$ cat src/rtl/sensor_pkg.sv
// -----------------------------------------------------------------------------
// sensor_pkg
// Shared definitions for the DHT11 command executor:
//   - request codes accepted on cmd_code
//   - response codes returned on rsp_code
//   - FSM state encoding
//   - checksum helper for the DHT11 5-byte frame
// -----------------------------------------------------------------------------
package sensor_pkg;

  // Request codes
  localparam logic [7:0] CMD_STATUS = 8'h00;
  localparam logic [7:0] CMD_TEMP   = 8'h01;
  localparam logic [7:0] CMD_HUM    = 8'h02;

  // Response codes
  localparam logic [7:0] RSP_STATUS_OK  = 8'h07;
  localparam logic [7:0] RSP_TEMP_OK    = 8'h08;
  localparam logic [7:0] RSP_HUM_OK     = 8'h09;
  localparam logic [7:0] RSP_SENSOR_ERR = 8'h1F;
  localparam logic [7:0] RSP_BAD_CMD    = 8'hCF;
  localparam logic [7:0] RSP_CSUM_ERR   = 8'hEF;

  // FSM state encoding
  typedef enum logic [2:0] {
    ST_IDLE      = 3'd0,
    ST_GAP       = 3'd1,
    ST_START     = 3'd2,
    ST_WAIT_BUSY = 3'd3,
    ST_WAIT_DONE = 3'd4,
    ST_CHECK     = 3'd5,
    ST_RESP      = 3'd6
  } state_e;

  // DHT11 checksum: byte-wise sum of the four data fields, modulo 256.
  function automatic logic [7:0] dht_checksum(
    input logic [7:0] h_int,
    input logic [7:0] h_frac,
    input logic [7:0] t_int,
    input logic [7:0] t_frac
  );
    dht_checksum = h_int + h_frac + t_int + t_frac;
  endfunction

endpackage

$ cat src/rtl/sensor_cmd_exec_interval_timer.sv
// -----------------------------------------------------------------------------
// interval_timer
// Saturating up-counter with synchronous clear.
//   clk   : clock, rising edge
//   rst   : asynchronous active-high reset (count -> 0)
//   clear : synchronous clear, wins over en
//   en    : count enable
//   done  : high when the count has reached LIMIT, or reaches it on this edge
// done looks one edge ahead so a controller sampling it makes its move on the
// same edge at which the count arrives at LIMIT.
// -----------------------------------------------------------------------------
module interval_timer #(
  parameter int unsigned LIMIT = 32'd100
) (
  input  logic clk,
  input  logic rst,
  input  logic clear,
  input  logic en,
  output logic done
);

  localparam int unsigned W = (LIMIT > 32'd0) ? $clog2(LIMIT + 32'd1) : 32'd1;
  localparam logic [W-1:0] LIMIT_C = W'(LIMIT);
  localparam logic [W-1:0] LAST_C  = W'(LIMIT - 32'd1);

  logic [W-1:0] count_q;
  logic [W-1:0] count_d;

  // Next count: clear has priority, otherwise count up and hold at LIMIT.
  always_comb begin
    count_d = count_q;
    if (clear) begin
      count_d = '0;
    end else if (en && (count_q != LIMIT_C)) begin
      count_d = count_q + W'(1);
    end else begin
      count_d = count_q;
    end
  end

  // Count register.
  always_ff @(posedge clk or posedge rst) begin
    if (rst) begin
      count_q <= '0;
    end else begin
      count_q <= count_d;
    end
  end

  assign done = (count_q == LIMIT_C) || (en && (count_q == LAST_C));

endmodule

$ cat src/rtl/sensor_cmd_exec.sv
// -----------------------------------------------------------------------------
// sensor_cmd_exec
// Executes one-at-a-time requests against a DHT11 reader and returns a single
// response per request.
// Ports:
//   clk_50MHz, rst            : clock and asynchronous active-high reset
//   cmd_valid/cmd_ready       : request handshake, cmd_code selects the read
//   rsp_valid/rsp_ready       : response handshake, rsp_code/rsp_data payload
//   dht_en, dht_rst           : reader enable and reader start/reset pulse
//   dht_wai, dht_error        : reader busy and reader transmission error
//   hum_int..temp_float, cs   : reader result frame
// Sensor reads are spaced at least GAP_CYCLES apart (measured from the end of
// the previous read, and from reset) and abort after TIMEOUT_CYCLES.
// -----------------------------------------------------------------------------
module sensor_cmd_exec
  import sensor_pkg::*;
#(
  parameter int unsigned GAP_CYCLES     = 32'd100000000,
  parameter int unsigned TIMEOUT_CYCLES = 32'd5000000
) (
  input  logic       clk_50MHz,
  input  logic       rst,
  input  logic       cmd_valid,
  output logic       cmd_ready,
  input  logic [7:0] cmd_code,
  output logic       rsp_valid,
  input  logic       rsp_ready,
  output logic [7:0] rsp_code,
  output logic [7:0] rsp_data,
  output logic       dht_en,
  output logic       dht_rst,
  input  logic       dht_wai,
  input  logic       dht_error,
  input  logic [7:0] hum_int,
  input  logic [7:0] hum_float,
  input  logic [7:0] temp_int,
  input  logic [7:0] temp_float,
  input  logic [7:0] cs
);

  state_e     state_q, state_d;
  logic [7:0] cmd_q, cmd_d;
  logic       fail_q, fail_d;
  logic [7:0] rsp_code_q, rsp_code_d;
  logic [7:0] rsp_data_q, rsp_data_d;
  logic       rsp_valid_q, rsp_valid_d;
  logic       cmd_ready_q, cmd_ready_d;
  logic       dht_en_q, dht_en_d;
  logic       dht_rst_q, dht_rst_d;

  logic gap_clear, gap_done;
  logic tmo_clear, tmo_en, tmo_done;

  // The gap timer runs freely and restarts when a read finishes, so the next
  // START is held off until GAP_CYCLES after the previous CHECK.
  assign gap_clear = (state_d == ST_CHECK) && (state_q != ST_CHECK);

  // The read window is cleared as START is entered and counts the START cycle
  // plus both wait states, so a read occupies at most TIMEOUT_CYCLES clocks
  // with dht_en high before CHECK is forced.
  assign tmo_clear = (state_d == ST_START) && (state_q != ST_START);
  assign tmo_en    = (state_q == ST_START) || (state_q == ST_WAIT_BUSY) ||
                     (state_q == ST_WAIT_DONE);

  interval_timer #(.LIMIT(GAP_CYCLES)) u_gap_timer (
    .clk   (clk_50MHz),
    .rst   (rst),
    .clear (gap_clear),
    .en    (1'b1),
    .done  (gap_done)
  );

  interval_timer #(.LIMIT(TIMEOUT_CYCLES)) u_tmo_timer (
    .clk   (clk_50MHz),
    .rst   (rst),
    .clear (tmo_clear),
    .en    (tmo_en),
    .done  (tmo_done)
  );

  // Next-state, latched request, response payload and registered output values.
  always_comb begin
    state_d    = state_q;
    cmd_d      = cmd_q;
    fail_d     = fail_q;
    rsp_code_d = rsp_code_q;
    rsp_data_d = rsp_data_q;

    case (state_q)
      ST_IDLE: begin
        if (cmd_valid && cmd_ready_q) begin
          if (cmd_code > CMD_HUM) begin
            state_d    = ST_RESP;
            rsp_code_d = RSP_BAD_CMD;
            rsp_data_d = 8'h00;
          end else begin
            cmd_d   = cmd_code;
            state_d = ST_GAP;
          end
        end else begin
          state_d = ST_IDLE;
        end
      end

      ST_GAP: begin
        if (gap_done) begin
          state_d = ST_START;
        end else begin
          state_d = ST_GAP;
        end
      end

      ST_START: begin
        fail_d  = 1'b0;
        state_d = ST_WAIT_BUSY;
      end

      ST_WAIT_BUSY: begin
        if (tmo_done) begin
          fail_d  = 1'b1;
          state_d = ST_CHECK;
        end else if (dht_wai) begin
          state_d = ST_WAIT_DONE;
        end else begin
          state_d = ST_WAIT_BUSY;
        end
      end

      ST_WAIT_DONE: begin
        // dht_error may be a single-cycle pulse, so it is captured here rather
        // than re-sampled in CHECK.
        if (tmo_done || dht_error) begin
          fail_d  = 1'b1;
          state_d = ST_CHECK;
        end else if (!dht_wai) begin
          state_d = ST_CHECK;
        end else begin
          state_d = ST_WAIT_DONE;
        end
      end

      ST_CHECK: begin
        state_d = ST_RESP;
        if (fail_q) begin
          rsp_code_d = RSP_SENSOR_ERR;
          rsp_data_d = 8'h00;
        end else if (dht_checksum(hum_int, hum_float, temp_int, temp_float) != cs) begin
          rsp_code_d = RSP_CSUM_ERR;
          rsp_data_d = 8'h00;
        end else begin
          case (cmd_q)
            CMD_STATUS: begin
              rsp_code_d = RSP_STATUS_OK;
              rsp_data_d = 8'h00;
            end
            CMD_TEMP: begin
              rsp_code_d = RSP_TEMP_OK;
              rsp_data_d = temp_int;
            end
            CMD_HUM: begin
              rsp_code_d = RSP_HUM_OK;
              rsp_data_d = hum_int;
            end
            default: begin
              rsp_code_d = RSP_BAD_CMD;
              rsp_data_d = 8'h00;
            end
          endcase
        end
      end

      ST_RESP: begin
        if (rsp_ready) begin
          state_d = ST_IDLE;
        end else begin
          state_d = ST_RESP;
        end
      end

      default: begin
        state_d = ST_IDLE;
      end
    endcase

    // Outputs are registered from the next state so they line up with state_q.
    cmd_ready_d = (state_d == ST_IDLE);
    rsp_valid_d = (state_d == ST_RESP);
    dht_en_d    = (state_d == ST_START) || (state_d == ST_WAIT_BUSY) ||
                  (state_d == ST_WAIT_DONE);
    dht_rst_d   = (state_d == ST_START);
  end

  // State, request and output registers.
  always_ff @(posedge clk_50MHz or posedge rst) begin
    if (rst) begin
      state_q     <= ST_IDLE;
      cmd_q       <= 8'h00;
      fail_q      <= 1'b0;
      rsp_code_q  <= 8'h00;
      rsp_data_q  <= 8'h00;
      rsp_valid_q <= 1'b0;
      cmd_ready_q <= 1'b0;
      dht_en_q    <= 1'b0;
      dht_rst_q   <= 1'b0;
    end else begin
      state_q     <= state_d;
      cmd_q       <= cmd_d;
      fail_q      <= fail_d;
      rsp_code_q  <= rsp_code_d;
      rsp_data_q  <= rsp_data_d;
      rsp_valid_q <= rsp_valid_d;
      cmd_ready_q <= cmd_ready_d;
      dht_en_q    <= dht_en_d;
      dht_rst_q   <= dht_rst_d;
    end
  end

  assign cmd_ready = cmd_ready_q;
  assign rsp_valid = rsp_valid_q;
  assign rsp_code  = rsp_code_q;
  assign rsp_data  = rsp_data_q;
  assign dht_en    = dht_en_q;
  assign dht_rst   = dht_rst_q;

endmodule

$ cat config.mk
export PLATFORM = sky130hd
export DESIGN_NAME = sensor_cmd_exec
export DESIGN_NICKNAME = d
export VERILOG_FILES = /design/src/rtl/sensor_pkg.sv /design/src/rtl/sensor_cmd_exec_interval_timer.sv /design/src/rtl/sensor_cmd_exec.sv
export SDC_FILE = /design/constraint.sdc
export NUM_CORES = 1
export LEC_CHECK = 0
export BUFFER_PORTS_ARGS = -buffer_cell sky130_fd_sc_hd__buf_2
export CORE_ASPECT_RATIO = 0.5
export CORE_MARGIN = 2
export CORE_UTILIZATION = 38
export DETAILED_ROUTE_END_ITERATION = 10
export GPL_ROUTABILITY_DRIVEN = 0
export GPL_TIMING_DRIVEN = 0
export SYNTH_ARGS = -nofsm -noshare
export SYNTH_HDL_FRONTEND = slang
export SYNTH_HIERARCHICAL = 1
export SYNTH_SLANG_ARGS = --single-unit
$ cat constraint.sdc
create_clock -name clk_50MHz -period 8.97 [get_ports clk_50MHz]
set_input_delay 0.897 -clock clk_50MHz [delete_from_list [all_inputs] [get_ports clk_50MHz]]
set_output_delay 0.897 -clock clk_50MHz [all_outputs]
set_load 0.01 [all_outputs]
==> results of run 1 <==
[worst max-delay path, delay by kind of cell (launching register included)]
kind | cells | cell delay [ps]
buf+inv | 4 | 1280
compound gates | 4 | 1250
simple gates | 7 | 1130
flops | 1 | 420
[through the flow]
stage / total power [mW] / utilization (%) / std cells / setup WS, ps / hold WS [ps]
floorplan: 0.539 / - / 508 / 4980 / 454
global placement: 0.585 / 43.6 / 751 / 4600 / 470
detailed placement: 0.590 / 43.6 / 751 / 4570 / 472
CTS: 0.966 / 45.9 / 767 / 4690 / 487
global route: 1.01 / 45.9 / 767 / 4200 / 504
finish: 0.953 / 45.9 / 767 / 4750 / 486
[layer usage]
metal	up-vias	GRT usage, %	wire (µm)
li1	2000	-	-
met1	1936	22.8	5320
met2	43	28.7	5470
met3	13	4.05	262
met4	0	4.86	142
met5	-	0	0
[layout make-up]
class,count,area (µm²)
buffer,18,131
clock buffer,13,260
fill,1226,6870
tap,170,213
inverter,21,78.8
sequential,80,2000
multi-input combinational,389,2740
timing repair buffer,73,365
clock inverter,3,40.0
[path summary, 6_finish.rpt]
check,cells past startpoint,to,slack (ps),startpoint
worst max-delay path,15,u_gap_timer/count_q[6]$_DFFE_PP0P_,4750,state_q[2]$_DFF_PP0_
worst min-delay path,1,rsp_data[4]$_DFFE_PP0P_,490,rsp_data[4]$_DFFE_PP0P_
worst max register to register,15,u_gap_timer/count_q[6]$_DFFE_PP0P_,4750,state_q[2]$_DFF_PP0_
worst min register to register,1,rsp_data[4]$_DFFE_PP0P_,490,rsp_data[4]$_DFFE_PP0P_
max in group asynchronous,2,cmd_q[4]$_DFFE_PP0P_,7410,rst
min in group asynchronous,2,u_tmo_timer/count_q[13]$_DFFE_PP0P_,790,rst
[sequential cells by signal (all words and copies together) (netlist names)]
name,count
cmd_ready,1
u_gap_timer/count_q,27
cmd_q,8
state_q,3
dht_rst,1
rsp_code,6
fail_q,1
dht_en,1
u_tmo_timer/count_q,23
rsp_valid,1
rsp_data,8
[kinds of logic after synthesis]
group,synth area share (%)
simple gates,24.6
mux,2.23
xor+xnor,7.08
other cells,0.0758
buf+inv,4.25
fa+ha+maj,8.70
flops,40.5
compound gates,12.6
[Yosys cell counts, types with 4 or more instances]
cell      instances
xnor2_1          27
clkbuf_1          7
nand3_1          17
a21oi_1          29
o31ai_1           8
a211oi_1          4
inv_1            21
a22o_1            8
nor2b_1          11
mux2_2            8
ha_1             12
nor2_1           52
o21ai_0          17
nand4_1          17
a32o_1            8
nor4_1            9
xor2_1           13
nand2b_1          4
fa_1             14
and4_1            7
nand2_1          41
and2_1            9
nor3_1           11
or3_1             8
or4_1             8
or3_2             4
dfrtp_1          80
clkbuf_8          4
[power by group through the flow]
stage / Clock, mW / Combinational (mW) / Sequential, mW
after floorplan: 0 / 0.142 / 0.397
after global placement: 0 / 0.183 / 0.402
after detailed placement: 0 / 0.188 / 0.402
after CTS: 0.382 / 0.188 / 0.396
after global routing: 0.400 / 0.213 / 0.400
final: 0.370 / 0.186 / 0.397
==> out/results.txt, run 1 <==
area leader, netlist: dfrtp_1
internal cell power: 689 µW
Total Wirelength: 11200 µm
Syn Inst Count: 506
via count: 3992
Total GRT Usage: 17.3%
CP max stage cell: a211oi_1
top cells by area, synth: dfrtp_1 40%, fa_1 5.7%, xnor2_1 4.8%
Seq/Total Area, Yosys: 40.5%
crit path kind: reg -> reg
VDD IR max: 86.5 µV
area of the mapped netlist: 4950 µm²
Final Hold Viols: 0
Core Footprint: 12700 µm²
Post-synth EDFFs: 0
CP Max Fanout: 10
CTS clk-pin slew, worst paths: 60 ps
vias in the first global route: 4041
slowest cell delay on critical path: 710 ps
Final Net Count: 672
# Post-CTS Setup Buffers: 0
Routed WL per cell: 14.6 µm
Clock Latency Late Sink: 340 ps
period utilization: 47.0%
crit path DAT: 4420 ps
IO buf count: 73
Yosys reg bits: 80
Power Dens Cells: 163 nW/µm²
Die Width: 165 µm
Seq pwr share: 41.6%
Die ar.: 14000 µm²
CP Launch Type: flip-flop
first-pass GRT wire length: 19200 µm
Clock Tree Buf Depth: 2
Total Neg Setup Slack: 0 ps
Critical Path RT: 9170 ps
number of max-cap violations: 0
# H-tree levels: 3
worst rel slew slack: 25.5%
run status: complete, no violations
CP endpoint kind: flip-flop
share of flip-flops with an asynchronous set or reset: 100%
Starting Density: 39.0%
# diodes: 0
placed inst area: 5530 µm²
CTS root buffer: clkbuf_16
P&R area growth vs syn: 17.9%
RSZ-0062 raised after global routing: no
final instance area: 5830 µm²
part of the power in combinational logic: 19.5%
Congestion Overflow GR: 0
io pins: 74
Synth top area share: 40.5%
library cells used by synthesis: 63
CTS tree: done
drt first pass iters: 5
Remaining DRCs: 0
ANT nets after route: 0
worst min-delay path class: reg -> reg
Final Skew: 6.39 ps
largest net degree at the start of global routing: 31
row count: 29
highest-count cells in the layout ignoring fill and taps: 80 x dfrtp_1, 74 x buf_2, 52 x nor2_1
crit path cell chain: clkbuf_1 -> nand2b_1 -> nand2_1 -> clkbuf_1 -> nand4_1 -> nor2_1 -> nand2_1 -> a21oi_1 -> o21ai_0 -> nor2_1 -> a21oi_1 -> a211oi_1 -> clkbuf_8 -> clkbuf_1 -> nor2_1
Primary FF master, synth: dfrtp_1
Mapped Avg Cell Area: 9.78 µm²
number of gates resized after CTS: 0
most common cell after layout, fill and taps aside: dfrtp_1
initial antenna violation count: 0
max-slew violations: 0
die span in y: 84.7 µm
Min Clock Period, post-route: 4220 ps
layout cells sized above 1: 20.4%
Setup-failing EPs final: 0
hold buffer count at CTS: 0
clock buffer count from CTS: 9
Leakage: 2.59 nW
Net Sw Frac: 27.6%
Worst Max-Slew Pin Slew: 1120 ps
clock sinks: 80
yosys warns: 6
fmax: 237 MHz
post-DR vias/cell: 5.20
Switch Pwr: 263 µW
dpl hpwl: 8390 µm
initial detailed-routing violation count: 264
clock network fraction of total power: 38.8%
No activity file was read; power rests on OpenSTA's default activity.
==> inputs of run 2 (changes only) <==
==> constraint.sdc (replaced) <==
create_clock -name clk_50MHz -period 3.9 [get_ports clk_50MHz]
set_input_delay 0.39 -clock clk_50MHz [delete_from_list [all_inputs] [get_ports clk_50MHz]]
set_output_delay 0.39 -clock clk_50MHz [all_outputs]
set_load 0.01 [all_outputs]
==> out/results.txt, run 2 (synthesis results as in run 1) <==
hold buffer count at CTS: 0
area of the multi-input gates: 2750 µm²
worst rel slew slack: 25.5%
worst min-delay path class: in -> async
CTS root buffer: clkbuf_16
vias in the first global route: 4035
Layout Cells excl Fill: 768
Clock Latency Late Sink: 340 ps
clock buffer count from CTS: 9
via count: 4000
Die ar.: 14000 µm²
highest-count cells in the layout ignoring fill and taps: 80 x dfrtp_1, 74 x buf_2, 52 x nor2_1
Core Footprint: 12700 µm²
RR Startpoint: u_gap_timer/count_q[2]$_DFFE_PP0P_
initial antenna violation count: 0
die span in y: 84.7 µm
clock sinks: 80
Fill cells: 1225
layout cells sized above 1: 21.1%
pre-CTS setup slack: -391 ps
# H-tree levels: 3
drt first pass iters: 5
Congestion Overflow GR: 0
Critical Path RT: 4170 ps
P&R area growth vs syn: 18.2%
Total GRT Usage: 17.3%
top flop regs: u_gap_timer/count_q (27), u_tmo_timer/count_q (23)
CP endpoint kind: flip-flop
Total Wirelength: 11200 µm
number of max-cap violations: 0
first-pass GRT wire length: 19200 µm
Die Width: 165 µm
fmax: 282 MHz
most flop-heavy register: u_gap_timer/count_q
Starting Density: 39.0%
Final Hold Viols: 0
Routed WL per cell: 14.6 µm
IO buf count: 73
Remaining DRCs: 0
run status: complete, no violations
register area: 2000 µm²
r2r worst-path depth: 11
# diodes: 0
Worst Max-Slew Pin Slew: 1120 ps
crit path DAT: 3820 ps
max reg flops: 27
R2R Setup Slk: 430 ps
placed insts: 751
largest net degree at the start of global routing: 31
Leakage: 2.61 nW
period utilization: 91.0%
CP Launch Type: input pin
Worst R2R End: u_gap_timer/count_q[3]$_DFFE_PP0P_
Min Clock Period, post-route: 3550 ps
Final Net Count: 673
Setup-failing EPs final: 0
Final Skew: 6.41 ps
CTS tree: done
Power Dens Cells: 375 nW/µm²
post-layout util: 46.0%
ANT nets after route: 0
most common cell after layout, fill and taps aside: dfrtp_1
CP Max Fanout: 10
crit path kind: in -> reg
io pins: 74
dpl hpwl: 8390 µm
RSZ-0062 raised after global routing: no
row count: 29
fin worst setup slack: 353 ps
max-slew violations: 0
VDD IR max: 199 µV
CTS clk-pin slew, worst paths: 60 ps
initial detailed-routing violation count: 253
post-DR vias/cell: 5.21
Clock Tree Buf Depth: 2
run 2: cell type report:
| type | instances | area share, % |
|---|---|---|
| Buffer | 18 | 2.29 |
| Clock buffer | 13 | 4.45 |
| Clock inverter | 3 | 0.685 |
| Inverter | 21 | 1.35 |
| Multi-Input combinational cell | 389 | 47.0 |
| Sequential cell | 80 | 34.2 |
| Tap cell | 170 | 3.64 |
| Timing Repair Buffer | 74 | 6.38 |
run 2: timing repair:
action                                  CTS  global route
setup buffers                             1             0
endpoints found under the setup margin   26            13
hold endpoints to repair                  0             0
resized for setup                         1             4
pin swaps                                 1             0
run 2: per-stage QoR:
step                hold slack, ps  setup TNS [ps]  cell area, µm²  total power, mW
finish                         279               0            5850             2.19
global route                   301               0            5850             2.33
CTS                            297               0            5850             2.22
detailed placement             472           -5820            5530             1.36
global placement               470           -6220            5530             1.35
floorplan                      392               0            4950             1.24
run 2: worst max path at each step:
stage	cells past startpoint	to	slack [ps]	from
after floorplan	13	rsp_data[0]$_DFFE_PP0P_	420	hum_int[1]
after global placement	15	u_gap_timer/count_q[17]$_DFFE_PP0P_	-410	state_q[2]$_DFF_PP0_
after detailed placement	15	u_gap_timer/count_q[6]$_DFFE_PP0P_	-390	state_q[2]$_DFF_PP0_
after CTS	15	u_gap_timer/count_q[6]$_DFFE_PP0P_	120	state_q[2]$_DFF_PP0_
after global routing	15	u_gap_timer/count_q[19]$_DFFE_PP0P_	150	state_q[2]$_DFF_PP0_
final	14	rsp_data[7]$_DFFE_PP0P_	350	hum_int[1]
run 2: critical path: stages:
cell     delay (ps)
buf_2           120
fa_1            520
inv_1            50
fa_1            490
inv_1            40
ha_1            230
fa_1            410
a21o_1          170
a21oi_1         240
o21ai_0         160
xnor2_1         150
nor4_2          470
buf_6           210
a32o_1          160
run 2: layer usage:
| layer | routed length [µm] | vias to the layer above | share of wire, % | GRT usage, % |
|---|---|---|---|---|
| met3 | 270 | 13 | 2.4 | 4.05 |
| met4 | 142 | 0 | 1.3 | 4.86 |
| met1 | 5320 | 1940 | 48 | 22.9 |
| met5 | 0 | - | 0 | 0 |
| li1 | - | 2003 | - | - |
| met2 | 5470 | 44 | 49 | 28.7 |
run 2: power by group:
group | total, mW | switching, mW | internal (mW) | leakage, nW
clock network | 0.850 | 0.321 | 0.529 | 0.150
logic | 0.428 | 0.234 | 0.194 | 1.49
registers | 0.912 | 0.0496 | 0.863 | 0.961
==> inputs of run 3 (changes only) <==
--- a/config.mk
+++ b/config.mk
@@ -5,6 +5,7 @@
 export SDC_FILE = /design/constraint.sdc
 export NUM_CORES = 1
 export LEC_CHECK = 0
+export ABC_AREA = 1
 export BUFFER_PORTS_ARGS = -buffer_cell sky130_fd_sc_hd__buf_2
 export CORE_ASPECT_RATIO = 0.5
 export CORE_MARGIN = 2
==> out/results.txt, run 3 <==
clock sinks: 80
internal cell power: 2.04 mW
dpl hpwl: 11800 µm
Power Dens Cells: 468 nW/µm²
layout cells sized above 1: 15.7%
synth cell count leaders: 300 x nand2_1, 113 x nor2_1, 107 x inv_1, 80 x dfrtp_1, 64 x nand3_1
Total Wirelength: 15300 µm
Worst Max-Slew Pin Slew: 1150 ps
r2r worst-path depth: 18
Switch Pwr: 1.27 mW
max-slew violations: 0
number of max-cap violations: 0
Routed WL per cell: 12.9 µm
via count: 5843
Die ar.: 17100 µm²
Seq/Total Area, Yosys: 32.8%
CP endpoint kind: flip-flop
Final Skew: 6.92 ps
Seq pwr share: 32.6%
total power: 3.31 mW
Clock Latency Late Sink: 340 ps
initial detailed-routing violation count: 373
Post-synth EDFFs: 0
Syn Inst Count: 888
count leader, synth: nand2_1
Critical Path RT: 4140 ps
worst min-delay path class: in -> async
run status: complete, no violations
# Post-CTS Setup Buffers: 0
top cells by area, synth: dfrtp_1 33%, nand2_1 18%, nor2_1 7.0%
Remaining DRCs: 0
clock buffer count from CTS: 9
crit path cell chain: buf_2 -> fa_1 -> inv_1 -> fa_1 -> inv_1 -> ha_1 -> fa_1 -> nand2_1 -> nand2_1 -> nand3_1 -> nor2_2 -> nand3_2 -> nor3_4 -> buf_6 -> nand4_1 -> nand2_1 -> inv_1
RSZ-0062 raised after global routing: no
P&R area growth vs syn: 15.9%
Mapped Avg Cell Area: 6.87 µm²
die span in y: 93.6 µm
Critical Path Sink: rsp_code[0]$_DFFE_PP0P_
CTS tree: done
post-DR vias/cell: 4.94
Final Hold Viols: 0
vias in the first global route: 5594
IO buf count: 73
Final Net Count: 1054
initial antenna violation count: 0
Min Clock Period, post-route: 3140 ps
Total GRT Usage: 19.2%
Starting Density: 39.3%
number of gates resized after CTS: 0
placed inst area: 6730 µm²
max reg flops: 27
Worst R2R End: u_gap_timer/count_q[13]$_DFFE_PP0P_
CP Launch Type: input pin
Die Width: 183 µm
# diodes: 0
CP max stage cell: fa_1
first-pass GRT wire length: 26400 µm
library cells used by synthesis: 45
area of the multi-input gates: 3470 µm²
Fill cells: 1617
drt first pass iters: 5
top flop regs: u_gap_timer/count_q (27), u_tmo_timer/count_q (23)
fmax: 318 MHz
critical path startpoint: hum_int[1]
Leakage: 3.61 nW
period utilization: 80.6%
clock network fraction of total power: 29.1%
crit path kind: in -> reg
Core Footprint: 15500 µm²
Yosys reg bits: 80
largest net degree at the start of global routing: 31
Primary FF master, synth: dfrtp_1
register area: 2000 µm²
crit path DAT: 3380 ps
Clock Tree Buf Depth: 2
most flop-heavy register: u_gap_timer/count_q
part of the power in combinational logic: 38.3%
highest-count cells in the layout ignoring fill and taps: 300 x nand2_1, 113 x nor2_1, 107 x inv_1
Setup-failing EPs final: 0
share of flip-flops with an asynchronous set or reset: 100%
R2R Setup Slk: 790 ps
ANT nets after route: 0
hold buffer count at CTS: 0
most common cell after layout, fill and taps aside: nand2_1
slowest cell delay on critical path: 530 ps
io pins: 74
row count: 32
area leader, netlist: dfrtp_1
CTS clk-pin slew, worst paths: 60 ps
RR Startpoint: state_q[0]$_DFF_PP0_
VDD IR max: 194 µV
CTS root buffer: clkbuf_16
final instance area: 7070 µm²
area of the mapped netlist: 6100 µm²
Synth top area share: 32.8%
Total Neg Setup Slack: 0 ps
worst rel slew slack: 22.9%
# H-tree levels: 3
Net Sw Frac: 38.3%
CP Max Fanout: 10
yosys warns: 6
Congestion Overflow GR: 0
-- run 3: changes by cell type after synthesis, moves of 22 or more --
cell,previous run,this run
nor2_1,52,113
a21oi_1,29,7
nand3_1,17,64
nand4_1,17,42
inv_1,21,107
nand2_1,41,300
-- run 3: cell type report --
cell class,instances,share of cell area (%)
Buffer,20,2.43
Clock buffer,13,3.97
Clock inverter,2,0.850
Inverter,122,6.55
Multi-Input combinational cell,668,49.1
Sequential cell,80,28.3
Tap cell,204,3.61
Timing Repair Buffer,73,5.17
-- run 3: layer usage --
layer,track usage [%],part of all wire [%],vias to the layer above
met5,0,0,-
met4,5.53,1.7,0
met3,3.50,4.7,23
met2,32.9,45,123
met1,24.9,48,2721
li1,-,-,2976
-- run 3: cell families (layout without fill, tap and decap cells) --
kind of cell	Yosys count	in the layout	synth area share, %
xor+xnor	24	24	3.45
simple gates	569	569	41.3
compound gates	46	46	4.90
other cells	1	3	0.0615
fa+ha+maj	26	26	7.06
flops	80	80	32.8
buf+inv	142	230	10.4
-- run 3: critical path, delay by kind of cell --
family / cells / cell delay (ps)
simple gates: 8 / 770
buf+inv: 5 / 430
fa+ha+maj: 4 / 1790
-- run 3: worst min-delay path by stage --
| stage | cells after the start | slack, ps | to |
|---|---|---|---|
| 2_1_floorplan | 1 | 390 | u_tmo_timer/count_q[0]$_DFFE_PP0P_ |
| 3_3_place_gp | 2 | 460 | rsp_data[2]$_DFFE_PP0P_ |
| 3_5_place_dp | 2 | 460 | rsp_code[5]$_DFFE_PP0P_ |
| 4_1_cts | 3 | 280 | cmd_q[1]$_DFFE_PP0P_ |
| 5_1_grt | 3 | 280 | cmd_q[1]$_DFFE_PP0P_ |
| 6_report | 2 | 270 | u_tmo_timer/count_q[4]$_DFFE_PP0P_ |
-- run 3: metrics by stage --
| stage | util [%] | std cells | setup WS (ps) | hold WS, ps |
|---|---|---|---|---|
| 3_5_place_dp | 43.3 | 1167 | 364 | 462 |
| 3_3_place_gp | 43.3 | 1167 | 386 | 461 |
| 4_1_cts | 45.5 | 1182 | 722 | 277 |
| 5_1_grt | 45.5 | 1182 | 436 | 281 |
| 2_1_floorplan | - | 890 | 780 | 392 |
| 6_report | 45.5 | 1182 | 758 | 268 |
-- run 3: power by group through the flow --
stage,Clock (mW),Combinational (mW),Sequential [mW]
after CTS,0.990,1.28,1.08
after global routing,1.02,1.45,1.10
after detailed placement,0,1.27,1.09
after global placement,0,1.25,1.09
final,0.964,1.27,1.08
after floorplan,0,0.949,1.08
